[src/rtl/hdlc_rx_deframer.sv]
`default_nettype none
// ============================================================================
//  Module   : hdlc_rx_deframer
//  Function : HDLC receive front end. Hunts flags and aborts, removes stuffed
//             zeros, assembles LSB-first bytes and frames them.
//  Revision : 1.0
// ============================================================================
module hdlc_rx_deframer #(
    parameter int STUFF_RUN = 5,
    parameter int IDLE_ONES = 15
) (
    input  logic       Clk,
    input  logic       Rst,
    input  logic       Rx,
    input  logic       Rx_Enable,
    output logic [7:0] Rx_Data,
    output logic       Rx_NewByte,
    output logic       Rx_FlagDetect,
    output logic       Rx_AbortDetect,
    output logic       Rx_ValidFrame,
    output logic       Rx_EoF,
    output logic       Rx_FrameError,
    output logic       Rx_Idle
);
    localparam int                IDLE_W     = $clog2(IDLE_ONES + 1);
    localparam int                ONES_W     = $clog2(STUFF_RUN + 1);
    localparam logic [7:0]        FLAG_PAT   = 8'h7E;
    localparam logic [7:0]        ABORT_PAT  = 8'h7F;
    localparam logic [IDLE_W-1:0] IDLE_MAX   = IDLE_W'(IDLE_ONES);
    localparam logic [IDLE_W-1:0] IDLE_ONE   = IDLE_W'(1);
    localparam logic [ONES_W-1:0] RUN_MAX    = ONES_W'(STUFF_RUN);
    localparam logic [ONES_W-1:0] RUN_ONE    = ONES_W'(1);

    typedef enum logic [1:0] {
        HUNT  = 2'd0,
        ARMED = 2'd1,
        FRAME = 2'd2
    } state_t;

    state_t            state_q;
    logic [7:0]        sreg_q;
    logic [7:0]        shift_q;
    logic [7:0]        data_q;
    logic [2:0]        bitcnt_q;
    logic [2:0]        skip_q;
    logic [ONES_W-1:0] ones_q;
    logic [IDLE_W-1:0] idle_cnt_q;
    logic              newbyte_q, flag_q, abort_q, valid_q, eof_q, ferr_q, exit_q;

    logic       flag_hit, abort_hit, out_bit, skipping, stuff_zero, keep, byte_done, idle_now;
    logic [7:0] shift_nx;

    assign flag_hit   = (sreg_q == FLAG_PAT);
    assign abort_hit  = (sreg_q == ABORT_PAT);
    assign out_bit    = sreg_q[7];
    // The bit leaving the window when a flag matches is the flag's own first bit.
    assign skipping   = flag_hit || (skip_q != 3'd0);
    assign stuff_zero = !out_bit && (ones_q == RUN_MAX);
    assign keep       = (state_q != HUNT) && !skipping && !abort_hit && !stuff_zero;
    assign byte_done  = keep && (bitcnt_q == 3'd7);
    assign shift_nx   = {out_bit, shift_q[7:1]};
    assign idle_now   = (idle_cnt_q == IDLE_MAX);

    always_ff @(posedge Clk) begin
        if (Rst) begin
            state_q    <= HUNT;
            sreg_q     <= 8'hFF;
            shift_q    <= 8'h00;
            data_q     <= 8'h00;
            bitcnt_q   <= 3'd0;
            skip_q     <= 3'd0;
            ones_q     <= '0;
            idle_cnt_q <= '0;
            newbyte_q  <= 1'b0;
            flag_q     <= 1'b0;
            abort_q    <= 1'b0;
            valid_q    <= 1'b0;
            eof_q      <= 1'b0;
            ferr_q     <= 1'b0;
            exit_q     <= 1'b0;
        end else begin
            sreg_q    <= {sreg_q[6:0], Rx};
            newbyte_q <= 1'b0;
            flag_q    <= 1'b0;
            abort_q   <= 1'b0;
            ferr_q    <= 1'b0;
            exit_q    <= 1'b0;
            eof_q     <= 1'b0;
            if (!Rx_Enable) begin
                state_q    <= HUNT;
                skip_q     <= 3'd0;
                ones_q     <= '0;
                bitcnt_q   <= 3'd0;
                idle_cnt_q <= '0;
                valid_q    <= 1'b0;
            end else begin
                eof_q  <= exit_q;
                flag_q <= flag_hit;

                if (!Rx)
                    idle_cnt_q <= '0;
                else if (!idle_now)
                    idle_cnt_q <= idle_cnt_q + IDLE_ONE;

                if (flag_hit)
                    skip_q <= 3'd7;
                else if (skip_q != 3'd0)
                    skip_q <= skip_q - 3'd1;

                if (flag_hit)
                    ones_q <= '0;
                else if (!skipping && !abort_hit) begin
                    if (!out_bit)
                        ones_q <= '0;
                    else if (ones_q != RUN_MAX)
                        ones_q <= ones_q + RUN_ONE;
                end

                if (keep) begin
                    shift_q  <= shift_nx;
                    bitcnt_q <= bitcnt_q + 3'd1;
                end
                if (byte_done) begin
                    data_q    <= shift_nx;
                    newbyte_q <= 1'b1;
                end

                case (state_q)
                    HUNT: begin
                        if (flag_hit)
                            state_q <= ARMED;
                    end
                    ARMED: begin
                        if (abort_hit || idle_now)
                            state_q <= HUNT;
                        else if (byte_done) begin
                            state_q <= FRAME;
                            valid_q <= 1'b1;
                        end
                    end
                    FRAME: begin
                        if (flag_hit) begin
                            ferr_q  <= (bitcnt_q != 3'd0);
                            valid_q <= 1'b0;
                            exit_q  <= 1'b1;
                            state_q <= ARMED;
                        end else if (abort_hit) begin
                            abort_q <= 1'b1;
                            valid_q <= 1'b0;
                            exit_q  <= 1'b1;
                            state_q <= HUNT;
                        end
                    end
                    default: state_q <= HUNT;
                endcase

                // Partial bytes never survive a flag, an abort or a return to hunting.
                if (flag_hit || abort_hit || (state_q == HUNT))
                    bitcnt_q <= 3'd0;
            end
        end
    end

    assign Rx_Data        = data_q;
    assign Rx_NewByte     = newbyte_q;
    assign Rx_FlagDetect  = flag_q;
    assign Rx_AbortDetect = abort_q;
    assign Rx_ValidFrame  = valid_q;
    assign Rx_EoF         = eof_q;
    assign Rx_FrameError  = ferr_q;
    assign Rx_Idle        = idle_now;

endmodule
`default_nettype wire
[config.mk]
export PLATFORM = sky130hd
export DESIGN_NAME = hdlc_rx_deframer
export DESIGN_NICKNAME = d
export VERILOG_FILES = /design/src/rtl/hdlc_rx_deframer.sv
export SDC_FILE = /design/constraint.sdc
export NUM_CORES = 1
export LEC_CHECK = 0
export BUFFER_PORTS_ARGS = -buffer_cell sky130_fd_sc_hd__buf_4
export CAP_MARGIN = 20
export CORE_ASPECT_RATIO = 0.7
export CORE_MARGIN = 8
export CORE_UTILIZATION = 58
export DETAILED_ROUTE_END_ITERATION = 8
export PLACE_DENSITY = 0.78
export SYNTH_ARGS = -nofsm -noshare
export SYNTH_HDL_FRONTEND = slang
export SYNTH_SLANG_ARGS = --single-unit
export TNS_END_PERCENT = 50
[constraint.sdc]
create_clock -name Clk -period 2 [get_ports Clk]
set_input_delay 0.4 -clock Clk [delete_from_list [all_inputs] [get_ports Clk]]
set_output_delay 0.4 -clock Clk [all_outputs]
set_load 0.005 [all_outputs]
# After elaboration in Yosys (flattened, before gate mapping)
# Index checks and enable logic that the tools add are counted.
totals:
  regBits: 46
op_classes:
  add_sub_neg: 4
  eq_ne: 14
  n_mux: 18
  n_bitwise: 4
  n_reduce_logical: 32
op_table:
  columns: ["cell", "count"]
  rows:
  - ["$eq 8x7->1 const B", 2]
  - ["$mux 3", 4]
  - ["$reduce_or 3->1", 4]
  - ["$mux 2", 5]
  - ["$ne 3x3->1 const B", 3]
  - ["$reduce_or 4->1", 2]
  - ["$mux 1", 7]
  - ["$add 3x1->3 const B", 2]
  - ["$eq 3x3->1 const B", 2]
  - ["$logic_and 1x1->1", 6]
  - ["$ne 2x2->1 const B", 3]
  - ["$pmux 2 s3", 1]
  - ["$reduce_and 2->1", 3]
  - ["$reduce_bool 2->1", 3]
  - ["$reduce_bool 3->1", 2]
  - ["$add 4x1->4 const B", 1]
  - ["$eq 4x4->1 const B", 1]
  - ["$logic_not 1->1", 4]
  - ["$logic_or 1x1->1", 4]
  - ["$not 1->1", 4]
  - ["$reduce_and 4->1", 1]
  - ["$reduce_and 3->1", 1]
  - ["$sub 3x1->3 const B", 1]
  - ["$eq 2x1->1 const B", 1]
  - ["other kinds (5)", 5]

# Depth between registers and ports, before layout
# Gate-level depths: netlist of the first run.
depth:
  word_depth: 10
  depth_mapped: 8
  ltp_nobuf: 6

# Worst setup path after synthesis of the first run
# OpenSTA, ideal clock, no wires.
synth_path:
  kind: "register -> register"
  from: "register sreg_q[7]"
  to: "register data_q[0] (netlist: Rx_Data[0])"
  setup_time_ns: 0.072
  arrival_time_ns: 1.505
  path_slack_ns: 0.423
  stages_incl_launch_ff: 7
  path_buffers: 2
  period_less_slack_ns: 1.577
  path_cell_list: "dfxtp_1 and3b_1 buf_6 a21o_4 nor4_4 buf_6 mux2i_1"
synth_between:
  elab_chain_cells: 8
synth_rtl:
  columns: ["element", "line", "text"]
  rows:
  - ["start, declared", "41", "logic [7:0] sreg_q;"]
  - ["start signal, assigned", "82", "sreg_q <= {sreg_q[6:0], Rx};"]
  - ["$eq 8x7->1", "53", "assign flag_hit = (sreg_q == FLAG_PAT);"]
  - ["$logic_or 1x1->1", "57", "assign skipping = flag_hit || (skip_q != 3'd0);"]
  - ["$logic_not 1->1", "59", "assign keep = (state_q != HUNT) && !skipping && !abort_hit && !stuff_zero;"]
  - ["$logic_and 1x1->1 (2 in a row)", "59", null]
  - ["$logic_and 1x1->1 (*)", "59", null]
  - ["$logic_and 1x1->1 (*)", "60", "assign byte_done = keep && (bitcnt_q == 3'd7);"]
  - ["$reduce_and 2->1 (no line) (*)", null, null]
  - ["end signal, assigned", "124", "data_q <= shift_nx;"]
  - ["end, declared", "43", "logic [7:0] data_q;"]
# Mark *: on every way between the ends. The rest lies on a longest branch, timed or not.
# A chain may end at the register's enable or synchronous reset.

# Final worst setup path of the first run
layout_path:
  from: "register skip_q[0]"
  to: "register data_q[2] (netlist: Rx_Data[2])"
layout_between:
  elab_chain_cells: 8
layout_rtl:
  columns: ["element", "line", "text"]
  rows:
  - ["start, declared", "45", "logic [2:0] skip_q;"]
  - ["start signal, assigned", "108", "skip_q <= skip_q - 3'd1;"]
  - ["$reduce_bool 3->1", "57", null]
  - ["$logic_or 1x1->1", "57", null]
  - ["$logic_not 1->1", "59", null]
  - ["$logic_and 1x1->1 (3 in a row)", "59", null]
  - ["$logic_and 1x1->1", "60", null]
  - ["$reduce_and 2->1 (no line)", null, null]
# No other way between the ends.

==> results of run 1 <==
## worst paths after layout
| path | from | end | depth (start not counted) |
|---|---|---|---|
| worst max register to register | skip_q[0]$_SDFFE_PP0P_ | Rx_Data[2]$_SDFFE_PP0P_ | 7 |
| worst min-delay path | Rx | sreg_q[0]$_SDFF_PP1_ | 2 |
| worst min register to register | exit_q$_SDFF_PP0_ | Rx_EoF$_SDFF_PP0_ | 1 |
| worst max-delay path | skip_q[0]$_SDFFE_PP0P_ | Rx_Data[2]$_SDFFE_PP0P_ | 7 |
## cells in the final DEF, fill, tap and decap left out, types with 3 or more instances in the layout
cell	Yosys	final
dfxtp_1	45	45
buf_4	1	25
nand2b_1	20	20
a21oi_1	16	16
nor2_1	10	10
mux2i_1	10	10
or2_2	9	9
inv_1	8	8
o31ai_1	8	8
ha_1	8	8
nand3_1	7	7
nand4_1	7	7
nand2_1	6	6
o21ai_0	5	5
clkbuf_8	0	5
a311oi_1	3	3
nor3_1	3	3
a31oi_1	3	3
## per-stage QoR
step	utilization [%]	cells
2_1_floorplan	-	212
6_report	66.2	279
5_1_grt	66.2	279
3_3_place_gp	63.5	271
4_1_cts	66.2	279
3_5_place_dp	63.5	271
## metal layers
layer  vias up  wire length (um)  global-route usage (%)
li1        778                 -                       -
met1       736              1860                    18.8
met2        42              1950                    25.3
met3         9               237                    4.48
met4         0                77                    7.91
met5         -                 0                       0
## final cells by class
type                    count  share of cell area, %
clock inverters             3                  0.994
clock buffers               5                   3.04
flip-flops and latches     45                   39.8
inverters                   9                   1.49
well taps                  50                   2.76
multi-input cells         142                   43.6
repair buffers             25                   8.29
## logic make-up (layout without fill, tap and decap cells)
family | Yosys count | count (layout)
AOI/OAI and AO/OA | 50 | 50
xor gates and xnor gates | 2 | 2
adders and majority gates | 8 | 8
buffers and inverters | 25 | 42
DFF | 45 | 45
muxes | 10 | 10
and+or+nand+nor | 72 | 72
## worst max-delay path, stage by stage, from the launching register on
cell      delay, ns
dfxtp_1        0.33
inv_1          0.08
ha_1           0.16
nand2b_1       0.22
a21o_4         0.33
nor4_4         0.21
buf_4          0.24
mux2i_1        0.20
## registers in the layout (all words and copies together), names as in the netlist, 2 cells and up
signal      flops
Rx_Data         8
ones_q          3
idle_cnt_q      4
sreg_q          8
skip_q          3
state_q         2
bitcnt_q        3
shift_q         7
## power by group through the flow
stage | clock [uW] | sequential (uW) | combinational [uW]
global placement | 0 | 929 | 55.5
floorplan | 0 | 927 | 42.6
finish | 557 | 908 | 58.1
global route | 611 | 909 | 64.9
CTS | 570 | 908 | 58.2
detailed placement | 0 | 929 | 57.9
==> flow_metrics.tcl, run 1 <==
set metrics [dict create \
    synth_cells 212 \
    clk_latency_ns 0.30 \
    hold_path_class "in2reg" \
    place.port_buffers 18 \
    vias 1565 \
    cts_root_buf "clkbuf_8" \
    rsz0062_at_grt "no" \
    drc 0 \
    p_per_area_nw_per_um2 673 \
    total_power_uw 1520 \
    cts_resized 0 \
    cts_setup_buffers 0 \
    synth_commonest_cells "dfxtp_1, nand2b_1, a21oi_1" \
    end_kind "register" \
    hold_viol 0 \
    slew_headroom_pct 71.3 \
    drv_slew 0 \
    gp_congestion 0.886 \
    grt_pass1_vias 1535 \
    multi_input_area_um2 988 \
    drt_wl_total_um 4130 \
    cts_tree "built" \
    area_delta_synth_final_pct 13.0 \
    grt_pass1_wl_um 6990 \
    numCtsBuffers 5 \
    cts_hold_buffers 0 \
    fp.dieH_um 65.2 \
    required_ns 2.23 \
    p_seq_share_pct 59.6 \
    ant_nets 0 \
    dieArea_um2 5620 \
    setup_slack_ns 0.154 \
    p_int_uw 1170 \
    grt_max_degree 35 \
    fin_worst_skew_ns 0.0129 \
    pwr-share-clk_pct 36.6 \
    cts_buffer_depth 2 \
    path_max_fanout 13 \
    ir_drop_mv 0.511 \
    fmax_mhz 542 \
    ff_latch_area_um2 901 \
    vias_per_cell 5.61 \
    dr.pass1.iters 4 \
    synth_nets 224 \
    seq_area_frac_synth_pct 44.9 \
    synth_top_family_by_area "simple AND/OR/NAND/NOR gates" \
    rows 18 \
    synthMuxAreaShare_pct 4.99 \
    setup-violations-final 0 \
    antenna_found_initial 0 \
    worstMarginPinSlew_ns 0.430 \
    start_util_pct 58.6 \
    arrival_ns 2.08 \
    cts.sinks 45 \
    cts.htree.levels 2 \
    grt.overflow.total 0 \
    core-area_um2 3420 \
    synth_top_area_share_pct 44.9 \
    fillers 302 \
    synth_fa_ha_area_share_pct 4.99 \
    hold_slack_ns 0.292 \
    post-place-ws_ns 0.181 \
    finalSetupTns_ns 0 \
    switching_share_pct 22.9 \
    synth_xor_area_share_pct 0.874 \
    dp_hpwl_um 3050 \
    critPathKind "reg2reg" \
    synth-compound-area-share_pct 17.4 \
    drt-wirelength-per-cell_um 14.8 \
    clk_pin_slew_ns 0.08 \
    p_leak_uw 0.000849 \
    drive_gt1_share_pct 20.5 \
    nets 240 \
    synthSimpleGateAreaFrac_pct 21.0 \
    yosys.cell_count.top_type "dfxtp_1" \
    synth_area_um2 2000 \
    status "completed" \
    yosysWarningCount 0 \
    maxCapViolCount 0 \
    period_minus_slack_ns 1.85 \
    synth-main-ff-cell "dfxtp_1" \
    crit_path_start_kind "register" \
    dpl_cell_area_um2 2170 \
    yosysTopAreaCell "dfxtp_1" \
    r2r_slack_ns 0.15 \
    die_w_um 86.3 \
    ys_types 46 \
    drt_iter0_markers 107 \
    ys_async_sr_fraction_pct 0 \
    synth_enable_flop_cells 0 \
    postLayoutCellArea_um2 2260 \
    grt.total_usage_pct 15.6 \
    power_frac_comb_pct 3.8 \
    ys_ff_latch 45 \
    diodes 0 \
    ios 19 \
    avgSynthCellArea_um2 9.45 \
    switchingPower_uw 349 \
    synth_area_leaders "dfxtp_1, nand2b_1, ha_1" \
    finalCritPeriodShare_pct 92.3 \
]
(Power assumes the default switching activity.)
==> run 2, diff against run 1 <==
--- a/config.mk
+++ b/config.mk
@@ -7,7 +7,7 @@
 export LEC_CHECK = 0
 export BUFFER_PORTS_ARGS = -buffer_cell sky130_fd_sc_hd__buf_4
 export CAP_MARGIN = 20
-export CORE_ASPECT_RATIO = 0.7
+export CORE_ASPECT_RATIO = 1.5
 export CORE_MARGIN = 8
 export CORE_UTILIZATION = 58
 export DETAILED_ROUTE_END_ITERATION = 8
==> flow_metrics.tcl, run 2 (synthesis results as in run 1) <==
set metrics [dict create \
    vias 1530 \
    cp.depth 5 \
    setup-violations-final 0 \
    slew_headroom_pct 65.5 \
    path_cells "and3b_1, a21o_4, nor4_4, buf_4, mux2i_1" \
    final_common_cell "dfxtp_1" \
    cts_root_buf "clkbuf_8" \
    worstMarginPinSlew_ns 0.517 \
    finalSetupTns_ns 0 \
    drive_gt1_share_pct 18.9 \
    ant_nets 0 \
    clk_pin_slew_ns 0.08 \
    ios 19 \
    gp_congestion 0.807 \
    nets 239 \
    drc 0 \
    critPathKind "reg2reg" \
    end_kind "register" \
    drt_iter0_markers 50 \
    worst_path_largest_cell_delay_ns 0.49 \
    cts_tree "built" \
    crit_path_start_kind "register" \
    dieArea_um2 5630 \
    r2r_cells 5 \
    start_util_pct 59.8 \
    cts_buffer_depth 2 \
    path_max_fanout 13 \
    path_delay_family "simple AND/OR/NAND/NOR gates" \
    drt_wl_total_um 3900 \
    clk_latency_ns 0.29 \
    grt_max_degree 35 \
    hold_path_class "in2reg" \
    vias_per_cell 5.67 \
    required_ns 2.21 \
    rsz0062_at_grt "no" \
    diodes 0 \
    arrival_ns 2.05 \
    drt-wirelength-per-cell_um 14.4 \
    place.port_buffers 18 \
    area_delta_synth_final_pct 11.5 \
    core-area_um2 3350 \
    dp_hpwl_um 2960 \
    period_minus_slack_ns 1.84 \
    cts.sinks 45 \
    cts_hold_buffers 0 \
    grt.total_usage_pct 15.0 \
    dr.pass1.iters 4 \
    ir_drop_mv 0.670 \
    fmax_mhz 545 \
    finalCritPeriodShare_pct 91.8 \
    cts_resized 0 \
    stdcell_count 270 \
    crit_buf_inv 1 \
    whs_path_depth 2 \
    hold_viol 0 \
    fin_worst_skew_ns 0.00468 \
    grt_pass1_vias 1533 \
    cts_setup_buffers 0 \
    placed_cells_incl_taps 262 \
    numCtsBuffers 5 \
    drv_slew 0 \
    p_leak_uw 0.000835 \
    layout_common_cells "dfxtp_1, buf_4, nand2b_1" \
    slowest_stage "dfxtp_1" \
    rows 26 \
    cts.htree.levels 2 \
    fillers 273 \
    grt.overflow.total 0 \
    fp.dieH_um 88 \
    status "completed" \
    grt_pass1_wl_um 6880 \
    die_w_um 64 \
    antenna_found_initial 0 \
    maxCapViolCount 0 \
    p_per_area_nw_per_um2 667 \
]
==> run 2: cell count changes in the layout (fill, tap and decap cells not counted), sizes merged <==
cell / before / now
clkbuf: 5 / 8
clkinv: 4 / 1
buf: 25 / 24
==> run 2: per-layer routing <==
| layer | share of wire, % | routed length, um | vias to the layer above | GRT usage [%] |
|---|---|---|---|---|
| met4 | 0.97 | 38 | 0 | 5.70 |
| met5 | 0 | 0 | - | 0 |
| li1 | - | - | 775 | - |
| met2 | 54 | 2090 | 22 | 27.1 |
| met1 | 42 | 1630 | 729 | 15.8 |
| met3 | 3.5 | 135 | 4 | 4.74 |
==> run 2: per-stage QoR <==
stage | worst slack, ns | util (%) | hold slack, ns | total power, uW | instance area, um2
floorplan | 0.423 | - | 0.406 | 970 | 2000
global placement | 0.306 | 64.3 | 0.412 | 983 | 2160
detailed placement | 0.188 | 64.3 | 0.417 | 985 | 2160
CTS | 0.164 | 66.7 | 0.307 | 1510 | 2240
global route | 0.0252 | 66.7 | 0.300 | 1550 | 2240
finish | 0.164 | 66.7 | 0.311 | 1490 | 2240
==> run 2: report_power, final <==
group          switching (uW)  internal [uW]
clock                     280            248
sequential               6.10            902
combinational            32.4           23.7
==> run 2: area by class of cell <==
cell class	instances	area (um2)	area share [%]
inverters	9	33.8	1.51
well taps	42	52.6	2.35
repair buffers	24	180	8.06
clock buffers	8	80.1	3.58
multi-input cells	142	988	44.2
flip-flops and latches	45	901	40.3
==> run 2: worst paths after layout <==
path                             start                 endpoint  slack [ns]
setup / recovery  sreg_q[7]$_SDFF_PP1_  Rx_Data[5]$_SDFFE_PP0P_        0.16
hold / removal                      Rx     sreg_q[0]$_SDFF_PP1_        0.31
setup reg to reg  sreg_q[7]$_SDFF_PP1_  Rx_Data[5]$_SDFFE_PP0P_        0.16
hold reg to reg      exit_q$_SDFF_PP0_        Rx_EoF$_SDFF_PP0_        0.43
